<file path="src/rtl/eic_pkg.sv">
// Shared definitions for the external interrupt controller: register
// window offsets and handshake FSM states.
package eic_pkg;

  localparam logic [3:0] EIC_CTRL    = 4'd0;
  localparam logic [3:0] EIC_MASK    = 4'd1;
  localparam logic [3:0] EIC_MODE    = 4'd2;
  localparam logic [3:0] EIC_PENDING = 4'd3;
  localparam logic [3:0] EIC_STATUS  = 4'd4;
  localparam logic [3:0] EIC_RAW     = 4'd5;

  typedef enum logic [1:0] {
    IDLE = 2'd0,
    REQ  = 2'd1,
    GAP  = 2'd2
  } eic_state_e;

endpackage

</file>
<file path="src/rtl/irq_sync_edge.sv">
// Multi-stage synchronizer for asynchronous request lines; provides the
// synchronized level and a one-cycle rising-edge pulse per line.
module irq_sync_edge #(
  parameter int WIDTH  = 8,
  parameter int STAGES = 2
) (
  input  logic             clk,
  input  logic             rst_n,
  input  logic [WIDTH-1:0] din,
  output logic [WIDTH-1:0] level,
  output logic [WIDTH-1:0] rise
);

  logic [WIDTH-1:0] sync_q [STAGES];
  logic [WIDTH-1:0] prev_q;

  always_ff @(posedge clk or negedge rst_n) begin
    if (!rst_n) begin
      for (int unsigned i = 0; i < STAGES; i++) sync_q[i] <= '0;
      prev_q <= '0;
    end else begin
      sync_q[0] <= din;
      for (int unsigned i = 1; i < STAGES; i++) sync_q[i] <= sync_q[i-1];
      prev_q <= sync_q[STAGES-1];
    end
  end

  assign level = sync_q[STAGES-1];
  assign rise  = level & ~prev_q;

endmodule

</file>
<file path="src/rtl/ext_int_ctrl_param.sv">
// Parametrised external interrupt controller: masked, edge/level request
// lines, fixed highest-index priority, req/ack handshake to the processor.
module ext_int_ctrl_param
  import eic_pkg::*;
#(
  parameter int  NUM_IRQ     = 8,
  parameter int  SYNC_STAGES = 2,
  localparam int ID_W        = (NUM_IRQ > 1) ? $clog2(NUM_IRQ) : 1
) (
  input  logic               Sys_Clock,
  input  logic               Sys_Reset,
  input  logic               Sys_BlockSelect,
  input  logic [3:0]         Sys_RegAddress,
  input  logic               Sys_WrEn,
  input  logic               Sys_RdEn,
  input  logic [31:0]        Sys_WrData,
  output logic [31:0]        Sys_RdData,
  input  logic [NUM_IRQ-1:0] IntReq,
  output logic               EIC_IntReq,
  output logic [ID_W-1:0]    EIC_IntId,
  input  logic               EIC_IntAck
);

  logic               ctrl_en;
  logic [NUM_IRQ-1:0] mask, mode, pending, level, rise;
  logic [NUM_IRQ-1:0] w1c, ack_clr, pending_nxt, eligible;
  logic [ID_W-1:0]    win_id;
  logic               wr_sel, rd_sel, ack_take;
  logic [31:0]        rd_mux;
  eic_state_e         state;
  logic               unused_wr;

  assign unused_wr = ^Sys_WrData;

  irq_sync_edge #(.WIDTH(NUM_IRQ), .STAGES(SYNC_STAGES)) u_sync (
    .clk   (Sys_Clock),
    .rst_n (Sys_Reset),
    .din   (IntReq),
    .level (level),
    .rise  (rise)
  );

  assign wr_sel   = Sys_BlockSelect & Sys_WrEn;
  assign rd_sel   = Sys_BlockSelect & Sys_RdEn;
  assign ack_take = (state == REQ) & EIC_IntAck;
  assign w1c      = (wr_sel && Sys_RegAddress == EIC_PENDING) ? Sys_WrData[NUM_IRQ-1:0] : '0;
  assign eligible = ctrl_en ? (pending & mask) : '0;

  // Edge-mode bits: a new edge wins over W1C/ack; level-mode bits track the input.
  assign pending_nxt = (mode & ((pending & ~(w1c | ack_clr)) | rise)) | (~mode & level);

  always_comb begin
    ack_clr = '0;
    win_id  = '0;
    for (int unsigned i = 0; i < NUM_IRQ; i++) begin
      ack_clr[i] = ack_take && (EIC_IntId == ID_W'(i));
      if (eligible[i]) win_id = ID_W'(i);
    end
  end

  always_ff @(posedge Sys_Clock or negedge Sys_Reset) begin
    if (!Sys_Reset) begin
      ctrl_en <= 1'b0;
      mask    <= '0;
      mode    <= '1;
      pending <= '0;
    end else begin
      pending <= pending_nxt;
      if (wr_sel) begin
        case (Sys_RegAddress)
          EIC_CTRL: ctrl_en <= Sys_WrData[0];
          EIC_MASK: mask    <= Sys_WrData[NUM_IRQ-1:0];
          EIC_MODE: mode    <= Sys_WrData[NUM_IRQ-1:0];
          default:  ;
        endcase
      end
    end
  end

  always_ff @(posedge Sys_Clock or negedge Sys_Reset) begin
    if (!Sys_Reset) begin
      state      <= IDLE;
      EIC_IntReq <= 1'b0;
      EIC_IntId  <= '0;
    end else begin
      case (state)
        IDLE: if (|eligible) begin
          EIC_IntId  <= win_id;
          EIC_IntReq <= 1'b1;
          state      <= REQ;
        end
        REQ: if (EIC_IntAck) begin
          EIC_IntReq <= 1'b0;
          state      <= GAP;
        end
        GAP:     state <= IDLE;
        default: state <= IDLE;
      endcase
    end
  end

  always_comb begin
    rd_mux = '0;
    case (Sys_RegAddress)
      EIC_CTRL:    rd_mux[0]           = ctrl_en;
      EIC_MASK:    rd_mux[NUM_IRQ-1:0] = mask;
      EIC_MODE:    rd_mux[NUM_IRQ-1:0] = mode;
      EIC_PENDING: rd_mux[NUM_IRQ-1:0] = pending;
      EIC_STATUS: begin
        rd_mux[31]     = EIC_IntReq;
        rd_mux[ID_W-1:0] = EIC_IntId;
      end
      EIC_RAW:     rd_mux[NUM_IRQ-1:0] = level;
      default:     ;
    endcase
  end

  always_ff @(posedge Sys_Clock or negedge Sys_Reset) begin
    if (!Sys_Reset) Sys_RdData <= '0;
    else            Sys_RdData <= rd_sel ? rd_mux : '0;
  end

endmodule

</file>
<file path="config.mk">
export PLATFORM = sky130hd
export DESIGN_NAME = ext_int_ctrl_param
export DESIGN_NICKNAME = d
export VERILOG_FILES = /design/src/rtl/eic_pkg.sv /design/src/rtl/irq_sync_edge.sv /design/src/rtl/ext_int_ctrl_param.sv
export SDC_FILE = /design/constraint.sdc
export NUM_CORES = 1
export LEC_CHECK = 0
export ABC_AREA = 1
export BUFFER_PORTS_ARGS = -buffer_cell sky130_fd_sc_hd__buf_4
export CELL_PAD_IN_SITES_DETAIL_PLACEMENT = 0
export CELL_PAD_IN_SITES_GLOBAL_PLACEMENT = 2
export CORE_MARGIN = 2
export CORE_UTILIZATION = 30
export CTS_CLUSTER_SIZE = 14
export DETAILED_ROUTE_END_ITERATION = 10
export PLACE_DENSITY_LB_ADDON = 0.1
export SLEW_MARGIN = 20
export SYNTH_ARGS = -nofsm -noshare
export SYNTH_HDL_FRONTEND = slang
export SYNTH_SLANG_ARGS = --single-unit
</file>
<file path="constraint.sdc">
create_clock -name Sys_Clock -period 1.45 [get_ports Sys_Clock]
set_input_delay 0.0725 -clock Sys_Clock [delete_from_list [all_inputs] [get_ports Sys_Clock]]
set_output_delay 0.0725 -clock Sys_Clock [all_outputs]
set_load 0.01 [all_outputs]
</file>
After elaboration in Yosys (flattened, before gate mapping) --
Cells that the tools add are included.
Word-level totals: output and inout port bits 36, bits in registers 87, bits of input ports 50, word-level logic and storage cells 80
Cells by class: mux-type cells 20, equal/unequal tests 15, bitwise gates (word level) 14, reduce and logical (&&, ||, !) cells 20
Operators with widths (count):
- 8-bit bitwise AND | 5
- 32-bit two-way mux | 1
- 8-bit NOT | 3
- 8-bit bitwise OR | 3
- 5-bit case mux with 4 select lines | 1
- 8-bit two-way mux | 2
- 3-bit == test (second input constant) | 4
- 3-bit two-way mux | 4
- 2-bit case mux with 5 select lines | 1
- 2-bit AND reduction | 5
- 1-bit logical AND | 9
- 4-bit by 2-bit == test with 1-bit output (second input constant) | 2
- 4-bit by 3-bit == test with 1-bit output (second input constant) | 2
- 2-bit two-way mux | 4
- 8-bit OR reduction | 1
- 3-bit by 2-bit == test with 1-bit output (second input constant) | 2
- 1-bit case mux with 6 select lines | 1
- 4-bit by 1-bit == test with 1-bit output (second input constant) | 1
- 4-bit logical NOT | 1
- 1-bit two-way mux | 4
- 2-bit != test (second input constant) | 2
- 2-bit case mux with 2 select lines | 1
- 1-bit bitwise AND | 3
- 3-bit by 1-bit == test with 1-bit output (second input constant) | 1
- 6 further kinds | 6

Logic depth before layout (Yosys ltp) --
Gate-level depths: netlist (run 1).
word-level depth 9, depth in mapped cells 11, gate-level depth less buffers 10

Modules after synthesis --
A second synthesis (run 1) with hierarchy kept.
Second synthesis, totals: cell total of the unflattened synthesis 333, area, all modules 3044.2 µm²
Modules (own cells, without submodules):
- ext_int_ctrl_param | times used 1, cells an instance 285, seq. area each 1011.0 µm², area an instance 2303.5 µm²
- irq_sync_edge | times used 1, cells an instance 48, seq. area each 600.6 µm², area an instance 740.7 µm²

Least setup slack after synthesis (run 1) --
OpenSTA, ideal clock, no wires.
kind flip-flop to flip-flop, start register ctrl_en, end register EIC_IntId[0], setup time 0.116 ns, data required time 1.334 ns, stages on the path, launching flop included 10, buffers on the path 1, arrival 1.101 ns, setup slack 0.232 ns, clock period less this slack 1.218 ns, path through dfrtp_1 buf_2 nand3_1 nand2_1 nor2_1 nand2_1 nand2_1 inv_1 nand2_1 nand2_1
On the way: longest elaborated chain between the ends 8, elaborated cells on any way between the ends 10, classes of those cells 8 x mux; 2 x reduce/logical
Ends and longest elaborated chain:
- start: declaration | line ext_int_ctrl_param.sv:24 | logic ctrl_en;
- start signal: assignment | line ext_int_ctrl_param.sv:71 | EIC_CTRL: ctrl_en <= Sys_WrData[0];
- 8-bit two-way mux * | line ext_int_ctrl_param.sv:47 | assign eligible = ctrl_en ? (pending & mask) : '0;
- 1-bit two-way mux | line ext_int_ctrl_param.sv:57 | if (eligible[i]) win_id = ID_W'(i);
- 2-bit two-way mux (2 in series) | line ext_int_ctrl_param.sv:57
- 3-bit two-way mux (4 in series) | line ext_int_ctrl_param.sv:57
- end signal: assignment | line ext_int_ctrl_param.sv:88 | EIC_IntId <= win_id;
- end: declaration | line ext_int_ctrl_param.sv:20 | output logic [ID_W-1:0] EIC_IntId,
Every way passes the cells marked *; elsewhere a longest branch is shown, timed or not. A chain may end at the register's enable or synchronous reset.

Worst setup path after layout (run 1) --
Same ends and word-level chain as after synthesis.

==> summary.txt, run 1 <==
Worst-skew pair later-pin latency = 0.34 ns
Crit Path Category = reg2reg
Period utilisation layout = 91.1%
Ranking of synthesized cells by area = dfrtp_1 48%, nand2_1 9.0%, dfstp_2 7.2%
Register area share after synthesis = 55.4%
Design Area, Final = 3670 µm²
Layout cells sized above 1 = 26.4%
Max Slew Vio Count = 0
Antenna violations before repair = 0
Setup crit end kind = flip-flop
Final worst slack = 0.129 ns
Detailed-route via count = 2163
Detail Route Antenna Nets = 0
Initial core utilization = 31.2%
Fin Setup TNS = 0 ns
Clk root buf = clkbuf_8
Leakage power = 0.00182 µW
Fin Hold WS = 0.0197 ns
RSZ-0062 raised after global routing = false
Final Skew = 0.00710 ns
Antenna Cells = 0
Die Span X = 102 µm
Post-DP Area = 3290 µm²
Detailed Routing Iterations Pass 1 = 4
First-pass GRT wire length = 11300 µm
Post-Syn Instances = 315
Die span in y = 102 µm
Drc violations = 0
Via density = 4.20
Distinct cells, synth = 27
H-Tree Depth = 3
Final WL = 7000 µm
RePlAce Congestion = 0.772
TritonCTS buffer count = 9
Worst min path class = in2reg
Area Growth Syn to Fin = 26.3%
Row count = 35
Reg clk slew, reported paths = 0.07 ns
Final core utilization = 39.4%
Warnings, synthesis = 0
IR Drop Worst-Case VDD = 0.000458 V
Worst Path Required = 1.69 ns
Top-area cell type share of the netlist area = 48.2%
Max-Cap Viols = 0
DP Wirelength = 5030 µm
Achievable frequency = 757 MHz
Yosys top cell by area = dfrtp_1
Mapped Area = 2910 µm²
Critical path launch point type = flip-flop
PD cells = 1260 nW/µm²
Critical path peak fanout = 8
Max Root-Sink Buffers = 2
DR WL/cell = 13.6 µm
Minimum clock period = 1.32 ns
Vias in the first global route = 2118
Status = finished clean
CTS tree = built
Drt initial violations = 67
Largest net degree at the start of global routing = 39
CTS sink count = 64
# port buffers = 38
Placement Setup Slack = 0.0146 ns
Fin. Hold Viols = 0
Die area = 10500 µm²
Remaining Overflow, GRT = 0
Core outline area = 9330 µm²
Finish-stage setup viols = 0
Post-Syn Area per Cell = 9.23 µm²
Yosys reg bits = 64
Gr usage total = 14.8%
Worst EP arrival = 1.56 ns
I/O pin count = 86
# nets final = 431
state kept, by name, indices dropped and copies added (netlist names), 2 cells and up:
name	flops
mode	8
EIC_IntId	3
state	2
u_sync.prev_q	8
u_sync.sync_q	8
u_sync.level	8
pending	8
Sys_RdData	9
mask	8
layer usage:
metal / up-vias / global-route usage, % / routed length (µm)
li1: 1095 / - / -
met3: 6 / 3.49 / 243
met4: 0 / 5.85 / 84
met2: 46 / 22.2 / 3190
met5: - / 0 / 0
met1: 1016 / 20.6 / 3490
report_power, final:
part / leakage, µW / internal [µW] / switching [µW]
sequential: 0.000775 / 2040 / 213
combinational: 0.000948 / 351 / 491
clock: 0.0000952 / 792 / 738
total: 0.00182 / 3190 / 1440
final timing paths:
| path | from | to | slack, ns | depth (start not counted) |
|---|---|---|---|---|
| worst max-delay path | ctrl_en | EIC_IntId[0] | 0.13 | 9 |
| worst min-delay path | Sys_WrData[6] | mask[6] | 0.02 | 3 |
| worst max register to register | ctrl_en | EIC_IntId[0] | 0.13 | 9 |
| worst min register to register | u_sync.sync_q[10] | u_sync.level[2] | 0.34 | 0 |
| max in group asynchronous | Sys_Reset | mode[5] | 0.68 | 3 |
| min in group asynchronous | Sys_Reset | Sys_RdData[0] | 0.19 | 2 |
synth_stat cells (all sizes together):
master / n
conb: 1
o21ai: 29
nor2: 28
nor3: 1
nand2: 79
dfstp: 8
nand4: 1
buf: 27
a21oi: 13
inv: 39
a31oi: 1
o22ai: 5
a31o: 5
nand3: 22
dfrtp: 56
what timing repair did:
action / in CTS / in global routing
setup buffers: 0 / 1
hold buffers: 15 / 0
endpoints found under the hold margin: 47 / 0
cloned: 0 / 0
resized for setup: 1 / 8
endpoints found under the setup margin: 1 / 5
cells by family after synthesis:
group / Yosys count / share of synthesized area (%)
other: 1 / 0.129
AND/OR/NAND/NOR: 131 / 21.0
buffers and inverters: 66 / 12.4
flip-flops: 64 / 55.4
AO/OA/AOI/OAI: 53 / 11.1
metrics by stage:
step           instances  total power [µW]
6_report             515              4630
5_1_grt              515              4920
4_1_cts              514              4680
3_5_place_dp         483              3080
3_3_place_gp         483              3080
2_1_floorplan        337              2740
area by class of cell:
class | instances | area, µm²
clock buffer | 9 | 124
timing repair buffer | 60 | 513
sequential | 64 | 1610
fill | 985 | 5660
clock inverter | 7 | 72.6
inverter | 39 | 149
multi-input combinational | 207 | 1040
tap | 129 | 161
layout by cell type, fill, tap and decap left out, drive strengths merged, types with 2 or more instances in the layout:
cell          n
nand2        79
dfrtp        56
buf          45
inv          39
o21ai        29
nor2         28
conb         23
nand3        22
dlygate4sd3  15
a21oi        13
clkbuf        9
dfstp         8
o22ai         5
a31o          5
clkinv        4
clkinvlp      2
worst max-delay path: stages (launching register included):
cell     delay [ns]
dfrtp_2        0.46
buf_4          0.17
nand3_2        0.09
nand2_2        0.06
nor2_2         0.11
nand2_1        0.09
nand2_4        0.10
inv_1          0.04
nand2_1        0.05
nand2_1        0.04
Note: power is estimated with default switching activity, not from simulation.
==> run 2: changes to the inputs <==
- CORE_MARGIN: 2 -> not set
- MAX_ROUTING_LAYER: not set -> met4
==> run 2 against run 1 <==
Non-clock buffer count fell by 1. Sequential cell count did not move. Clock power rose by 16%. Worst hold slack got worse by 0.013 ns. Combinational power fell by 4.3%. Critical path depth fell by 1. Count of clock-buffer cells in the layout rose by 1. Core utilization rose by 0.067 points. First-iteration DRC count fell by 19%. Via count fell by 1.2%.
==> summary.txt, run 2 (synthesized netlist as in run 1, its figures left out) <==
R2R Setup Slk = 0.11 ns (was 0.13 ns)
Power, Total = 4850 µW (was 4630 µW)
Finish-stage setup viols = 0 (unchanged)
Worst min path class = in2reg (unchanged)
Max-Cap Viols = 0 (unchanged)
Area Growth Syn to Fin = 26.5% (was 26.3%)
Crit path largest cell delay = 0.49 ns (was 0.46 ns)
Layout cells sized above 1 = 25.7% (was 26.4%)
Slowest cell on crit path = dfrtp_2 (unchanged)
Drc violations = 0 (unchanged)
Worst-skew pair later-pin latency = 0.34 ns (about the same)
Die Span X = 100 µm (was 102 µm)
# port buffers = 38 (unchanged)
IR Drop Worst-Case VDD = 0.000453 V (was 0.000458 V)
Initial core utilization = 31.2% (unchanged)
Detailed-route via count = 2137 (was 2163)
Most Frequent Cell on Critical Path = nand2_1 (unchanged)
Placement Setup Slack = -0.0115 ns (was 0.0146 ns)
Most common cell after layout, fill and taps aside = nand2_1 (unchanged)
Max Root-Sink Buffers = 2 (unchanged)
Gr usage total = 16.0% (was 14.8%)
Most frequent cells in the layout = 69 x nand2_1, 55 x dfrtp_1, 43 x buf_4 (was 68 x nand2_1, 55 x dfrtp_1, 43 x buf_4)
Largest net degree at the start of global routing = 30 (was 39)
Postcts setup bufs = 0 (unchanged)
PD cells = 1320 nW/µm² (was 1260 nW/µm²)
Detailed Routing Iterations Pass 1 = 4 (unchanged)
Critical path launch point type = flip-flop (unchanged)
Crit Path Category = reg2reg (unchanged)
CTS sink count = 64 (unchanged)
Setup crit end kind = flip-flop (unchanged)
Reg clk slew, reported paths = 0.07 ns (about the same)
DP Wirelength = 4960 µm (was 5030 µm)
Clk root buf = clkbuf_8 (unchanged)
DR WL/cell = 13.6 µm (about the same)
Remaining Overflow, GRT = 0 (unchanged)
Vias in the first global route = 2091 (was 2118)
Antenna Cells = 0 (unchanged)
I/O pin count = 86 (unchanged)
Row count = 35 (unchanged)
# nets final = 430 (was 431)
Final Skew = 0.00719 ns (was 0.00710 ns)
Worst Path Required = 1.69 ns (about the same)
Minimum clock period = 1.34 ns (was 1.32 ns)
Largest Register = Sys_RdData (unchanged)
Core outline area = 9330 µm² (unchanged)
RSZ-0062 raised after global routing = false (unchanged)
Status = finished clean (unchanged)
CTS tree = built (unchanged)
Max Slew Vio Count = 0 (unchanged)
Filler cells = 954 (was 985)
Final worst slack = 0.108 ns (was 0.129 ns)
RePlAce Congestion = 0.747 (was 0.772)
Worst EP arrival = 1.58 ns (was 1.56 ns)
TritonCTS buffer count = 9 (unchanged)
Fin Hold WS = 0.00656 ns (was 0.0197 ns)
Period utilisation layout = 92.5% (was 91.1%)
H-Tree Depth = 3 (unchanged)
Die area = 10100 µm² (was 10500 µm²)
Die span in y = 100 µm (was 102 µm)
Critical path peak fanout = 9 (was 8)
Leakage power = 0.00183 µW (was 0.00182 µW)
Achievable frequency = 745 MHz (was 757 MHz)
Antenna violations before repair = 0 (unchanged)
Max reg flops = 9 (unchanged)
Fin. Hold Viols = 0 (unchanged)
Via density = 4.16 (was 4.20)
Detail Route Antenna Nets = 0 (unchanged)
Final WL = 7000 µm (about the same)
Crit-path cells = nand3_1, nand2_1, nor2_1, nand2_1, nand2_2, inv_1, nand2_1, nand2_1 (was buf_4, nand3_2, nand2_2, nor2_2, nand2_1, nand2_4, inv_1, nand2_1, nand2_1)
Drt initial violations = 54 (was 67)
First-pass GRT wire length = 11400 µm (was 11300 µm)
run 2: report_power, final:
part	internal, µW	switching [µW]	total (µW)
Sequential	2040	225	2270
Combinational	340	467	807
Clock	1020	750	1770
run 2: area by class of cell:
cell class | instances | area, µm² | share of cell area (%)
tap | 129 | 161 | 4.39
multi-input combinational | 207 | 1020 | 27.8
clock buffer | 10 | 138 | 3.74
timing repair buffer | 59 | 503 | 13.7
inverter | 39 | 149 | 4.05
sequential | 64 | 1610 | 43.9
clock inverter | 6 | 91.3 | 2.48
run 2: what timing repair did:
| item | in CTS | in global routing |
|---|---|---|
| hold endpoints to repair | 72 | 0 |
| endpoints found under the setup margin | 3 | 5 |
| gates cloned | 0 | 0 |
| resized for setup | 1 | 2 |
| hold buffers | 14 | 0 |
run 2: worst max-delay path: cells and delay by family (launching register included):
family,cells,cell delay [ns]
simple gates,7,0.71
flops,1,0.49
buf+inv,1,0.05
run 2: metrics by stage:
stage	instance area [µm²]	setup TNS, ns	utilization, %	std cells
floorplan	2990	0	-	337
global placement	3300	0	35.4	484
detailed placement	3300	-0.0115	35.4	484
CTS	3670	0	39.4	514
global route	3680	0	39.4	514
finish	3680	0	39.4	514
run 2: path summary, 6_finish.rpt:
path	startpoint	endpoint	cells after the start
worst max-delay path	ctrl_en	EIC_IntId[0]	8
worst min-delay path	Sys_WrData[2]	mode[2]	3
worst max register to register	ctrl_en	EIC_IntId[0]	8
worst min register to register	u_sync.sync_q[14]	u_sync.level[6]	0
max in group asynchronous	Sys_Reset	mode[6]	3
min in group asynchronous	Sys_Reset	u_sync.sync_q[10]	2
run 2: layer usage:
metal | global-route usage (%) | up-vias | share of wire, %
met1 | 21.8 | 992 | 51
li1 | - | 1094 | -
met4 | 6.35 | 0 | 1.5
met3 | 3.90 | 9 | 3.0
met2 | 22.8 | 42 | 44
met5 | - | - | 0
==> run 3: changes to the inputs <==
- ABC_AREA: 1 -> 0
- CORE_UTILIZATION: 30 -> 32
==> run 3 against run 2 <==
The run now ends with setup timing left. Final cell count shrank 17%. Clock skew is essentially flat. First-iteration DRC count grew 130%. Via count shrank 4.9%. Combinational power grew 39%. Synthesized area shrank 5.6%. Critical path depth shrank 3. Worst setup slack lost 0.12 ns. Fmax shrank 8.3%. Synthesized cell count shrank 30%. Sequential share of layout area shrank 0.62 points. Largest power group unchanged. Highest routed layer unchanged.
==> summary.txt, run 3 <==
Most common cell after layout, fill and taps aside = buf_4 (was nand2_1)
Critical path launch point type = flip-flop (unchanged)
TritonCTS buffer count = 9 (unchanged)
Die area = 8950 µm² (was 10100 µm²)
Area Growth Syn to Fin = 35.9% (was 26.5%)
Asr flop ratio synth = 100% (unchanged)
Drt initial violations = 122 (was 54)
Top-area cell type share of the netlist area = 51.1% (was 48.2%)
RSZ-0062 raised after global routing = true (was false)
Crit-path leading delay family = compound AO/OA/AOI/OAI gates (was simple AND/OR/NAND/NOR gates)
Compound-Gate Fraction of Synth Area = 13.3% (was 11.1%)
Row count = 33 (was 35)
Post-synthesis adder-cell area fraction = 0% (unchanged)
H-Tree Depth = 3 (unchanged)
Via density = 4.75 (was 4.16)
IR Drop Worst-Case VDD = 0.000575 V (was 0.000453 V)
Post-Syn Area per Cell = 12.4 µm² (was 9.23 µm²)
Mapped Area = 2740 µm² (was 2910 µm²)
Status = finished, violations left (was finished clean)
Fin Setup TNS = -0.0185 ns (was 0 ns)
Yosys reg bits = 64 (unchanged)
Layout cells sized above 1 = 38.1% (was 25.7%)
Final worst slack = -0.0125 ns (was 0.108 ns)
R2R cell count = 5 (was 8)
Crit-path cells = a22oi_1, nand3_1, o211ai_1, buf_4, mux2_4 (was nand3_1, nand2_1, nor2_1, nand2_1, nand2_2, inv_1, nand2_1, nand2_1)
Warnings, synthesis = 0 (unchanged)
Post-Synth Simple-Gate Area = 11.6% (was 21.0%)
Crit Path Category = reg2reg (unchanged)
CTS sink count = 64 (unchanged)
Slowest cell on crit path = dfrtp_1 (was dfrtp_2)
Achievable frequency = 684 MHz (was 745 MHz)
Max Slew Vio Count = 0 (unchanged)
Worst-skew pair later-pin latency = 0.33 ns (was 0.34 ns)
Fin Hold WS = 0.0483 ns (was 0.00656 ns)
Final Skew = 0.00678 ns (was 0.00719 ns)
Drc violations = 0 (unchanged)
Most frequent cells in the layout = 71 x buf_4, 56 x dfrtp_1, 33 x nand2_1 (was 69 x nand2_1, 55 x dfrtp_1, 43 x buf_4)
Clk root buf = clkbuf_8 (unchanged)
CTS tree = built (unchanged)
Post-synthesis mux area share = 8.17% (was 0%)
Reg clk slew, reported paths = 0.07 ns (about the same)
Largest net degree at the start of global routing = 39 (was 30)
Critical path peak fanout = 3 (was 9)
Synth top cells by count = 56 x dfrtp_1, 33 x nand2_1, 24 x buf_4 (was 70 x nand2_1, 56 x dfrtp_1, 35 x inv_1)
Synth Area in XOR/XNOR = 0% (unchanged)
I/O pin count = 86 (unchanged)
RePlAce Congestion = 0.828 (was 0.747)
Distinct cells, synth = 41 (was 27)
Die Span X = 94.6 µm (was 100 µm)
Worst Path Required = 1.67 ns (was 1.69 ns)
Max-Cap Viols = 0 (unchanged)
Period utilisation layout = 101% (was 92.5%)
Gr usage total = 17.3% (was 16.0%)
Filler cells = 813 (was 954)
R2R Setup Slk = -0.01 ns (was 0.11 ns)
Detailed-route via count = 2033 (was 2137)
Die span in y = 94.6 µm (was 100 µm)
DP Wirelength = 4760 µm (was 4960 µm)
Finish-stage setup viols = 2 (was 0)
Detailed Routing Iterations Pass 1 = 5 (was 4)
Final WL = 6720 µm (was 7000 µm)
Initial core utilization = 33.2% (was 31.2%)
Crit path from = mask[1] (was ctrl_en)
Worst min path class = in2reg (unchanged)
Core outline area = 8260 µm² (was 9330 µm²)
Placement Setup Slack = -0.0451 ns (was -0.0115 ns)
Ranking of synthesized cells by area = dfrtp_1 51%, mux2_2 7.8%, dfstp_2 7.7% (was dfrtp_1 48%, nand2_1 9.0%, dfstp_2 7.2%)
Hold endpoint = Sys_RdData[31] (was mode[2])
Largest family of logic cells by synthesized area = compound AO/OA/AOI/OAI gates (was simple AND/OR/NAND/NOR gates)
Power, Total = 5090 µW (was 4850 µW)
HP Start = Sys_BlockSelect (was Sys_WrData[2])
Setup crit end kind = flip-flop (unchanged)
First-pass GRT wire length = 10900 µm (was 11400 µm)
Count leader, synth = dfrtp_1 (was nand2_1)
Register area share after synthesis = 58.8% (was 55.4%)
Crit path largest cell delay = 0.38 ns (was 0.49 ns)
Post-Syn Instances = 222 (was 315)
Reg2reg start = mask[1] (was ctrl_en)
Minimum clock period = 1.46 ns (was 1.34 ns)
Antenna violations before repair = 0 (unchanged)
Max reg flops = 9 (unchanged)
# port buffers = 38 (unchanged)
Fin. Hold Viols = 0 (unchanged)
Worst R2R End = EIC_IntId[1] (was EIC_IntId[0])
CP bufs+invs = 1 (unchanged)
Max Root-Sink Buffers = 2 (unchanged)
DR WL/cell = 15.7 µm (was 13.6 µm)
Worst EP arrival = 1.68 ns (was 1.58 ns)
Yosys top cell by area = dfrtp_1 (unchanged)
Failing checks = setup timing
Register Area = 1610 µm² (about the same)
Final core utilization = 45.1% (was 39.4%)
Vias in the first global route = 2067 (was 2091)
Leakage power = 0.00175 µW (was 0.00183 µW)
Post-synth EDFFs = 0 (unchanged)
Hold depth = 2 (was 3)
PD cells = 1370 nW/µm² (was 1320 nW/µm²)
# nets final = 368 (was 430)
Primary FF master, synth = dfrtp_1 (unchanged)
Multi-input logic area = 1010 µm² (was 1020 µm²)
Remaining Overflow, GRT = 0 (unchanged)
Largest Register = Sys_RdData (unchanged)
Detail Route Antenna Nets = 0 (unchanged)
Antenna Cells = 0 (unchanged)
## run 3: layout make-up
| cell class | count | share of cell area (%) |
|---|---|---|
| sequential | 64 | 43.2 |
| multi-input combinational | 150 | 27.2 |
| timing repair buffer | 91 | 19.9 |
| clock buffer | 11 | 3.79 |
| tap | 105 | 3.52 |
| clock inverter | 5 | 2.15 |
| inverter | 2 | 0.201 |
## run 3: cells by family after synthesis
logic type | after synthesis
other cells | 1
compound gates | 48
simple gates | 59
buf+inv | 30
flops | 64
mux | 20
## run 3: stage by stage
step	cell area, µm²	std cells
global placement	3290	391
detailed placement	3290	391
global route	3730	428
finish	3730	428
floorplan	2830	244
CTS	3710	427
## run 3: layer usage
metal / track usage (%) / wire length, µm / vias to the layer above / part of all wire [%]
met2: 25.9 / 3060 / 73 / 46
met1: 22.4 / 3150 / 996 / 47
met5: - / 0 / - / 0
met4: 5.56 / 80 / 0 / 1.2
li1: - / - / 956 / -
met3: 5.23 / 422 / 8 / 6.3
## run 3: repair_timing
action	4_1_cts	5_1_grt
setup buffers	1	1
cloned	0	0
pin swaps	4	3
hold endpoints to repair	53	0
setup endpoints to repair	2	4
resized for setup	1	4
hold buffers	19	0
## run 3: worst max path at each step
stage | to | slack, ns | cells after the start
2_1_floorplan | EIC_IntId[0] | 0.01 | 4
3_3_place_gp | EIC_IntId[0] | -0.02 | 4
3_5_place_dp | EIC_IntId[1] | -0.05 | 4
4_1_cts | EIC_IntId[1] | -0.04 | 4
5_1_grt | EIC_IntId[1] | -0.1 | 5
6_report | EIC_IntId[1] | -0.01 | 5
## run 3: report_power, final
part | total [µW] | switching [µW] | internal [µW]
clock network | 1690 | 675 | 1010
logic | 1120 | 513 | 611
registers | 2280 | 221 | 2060
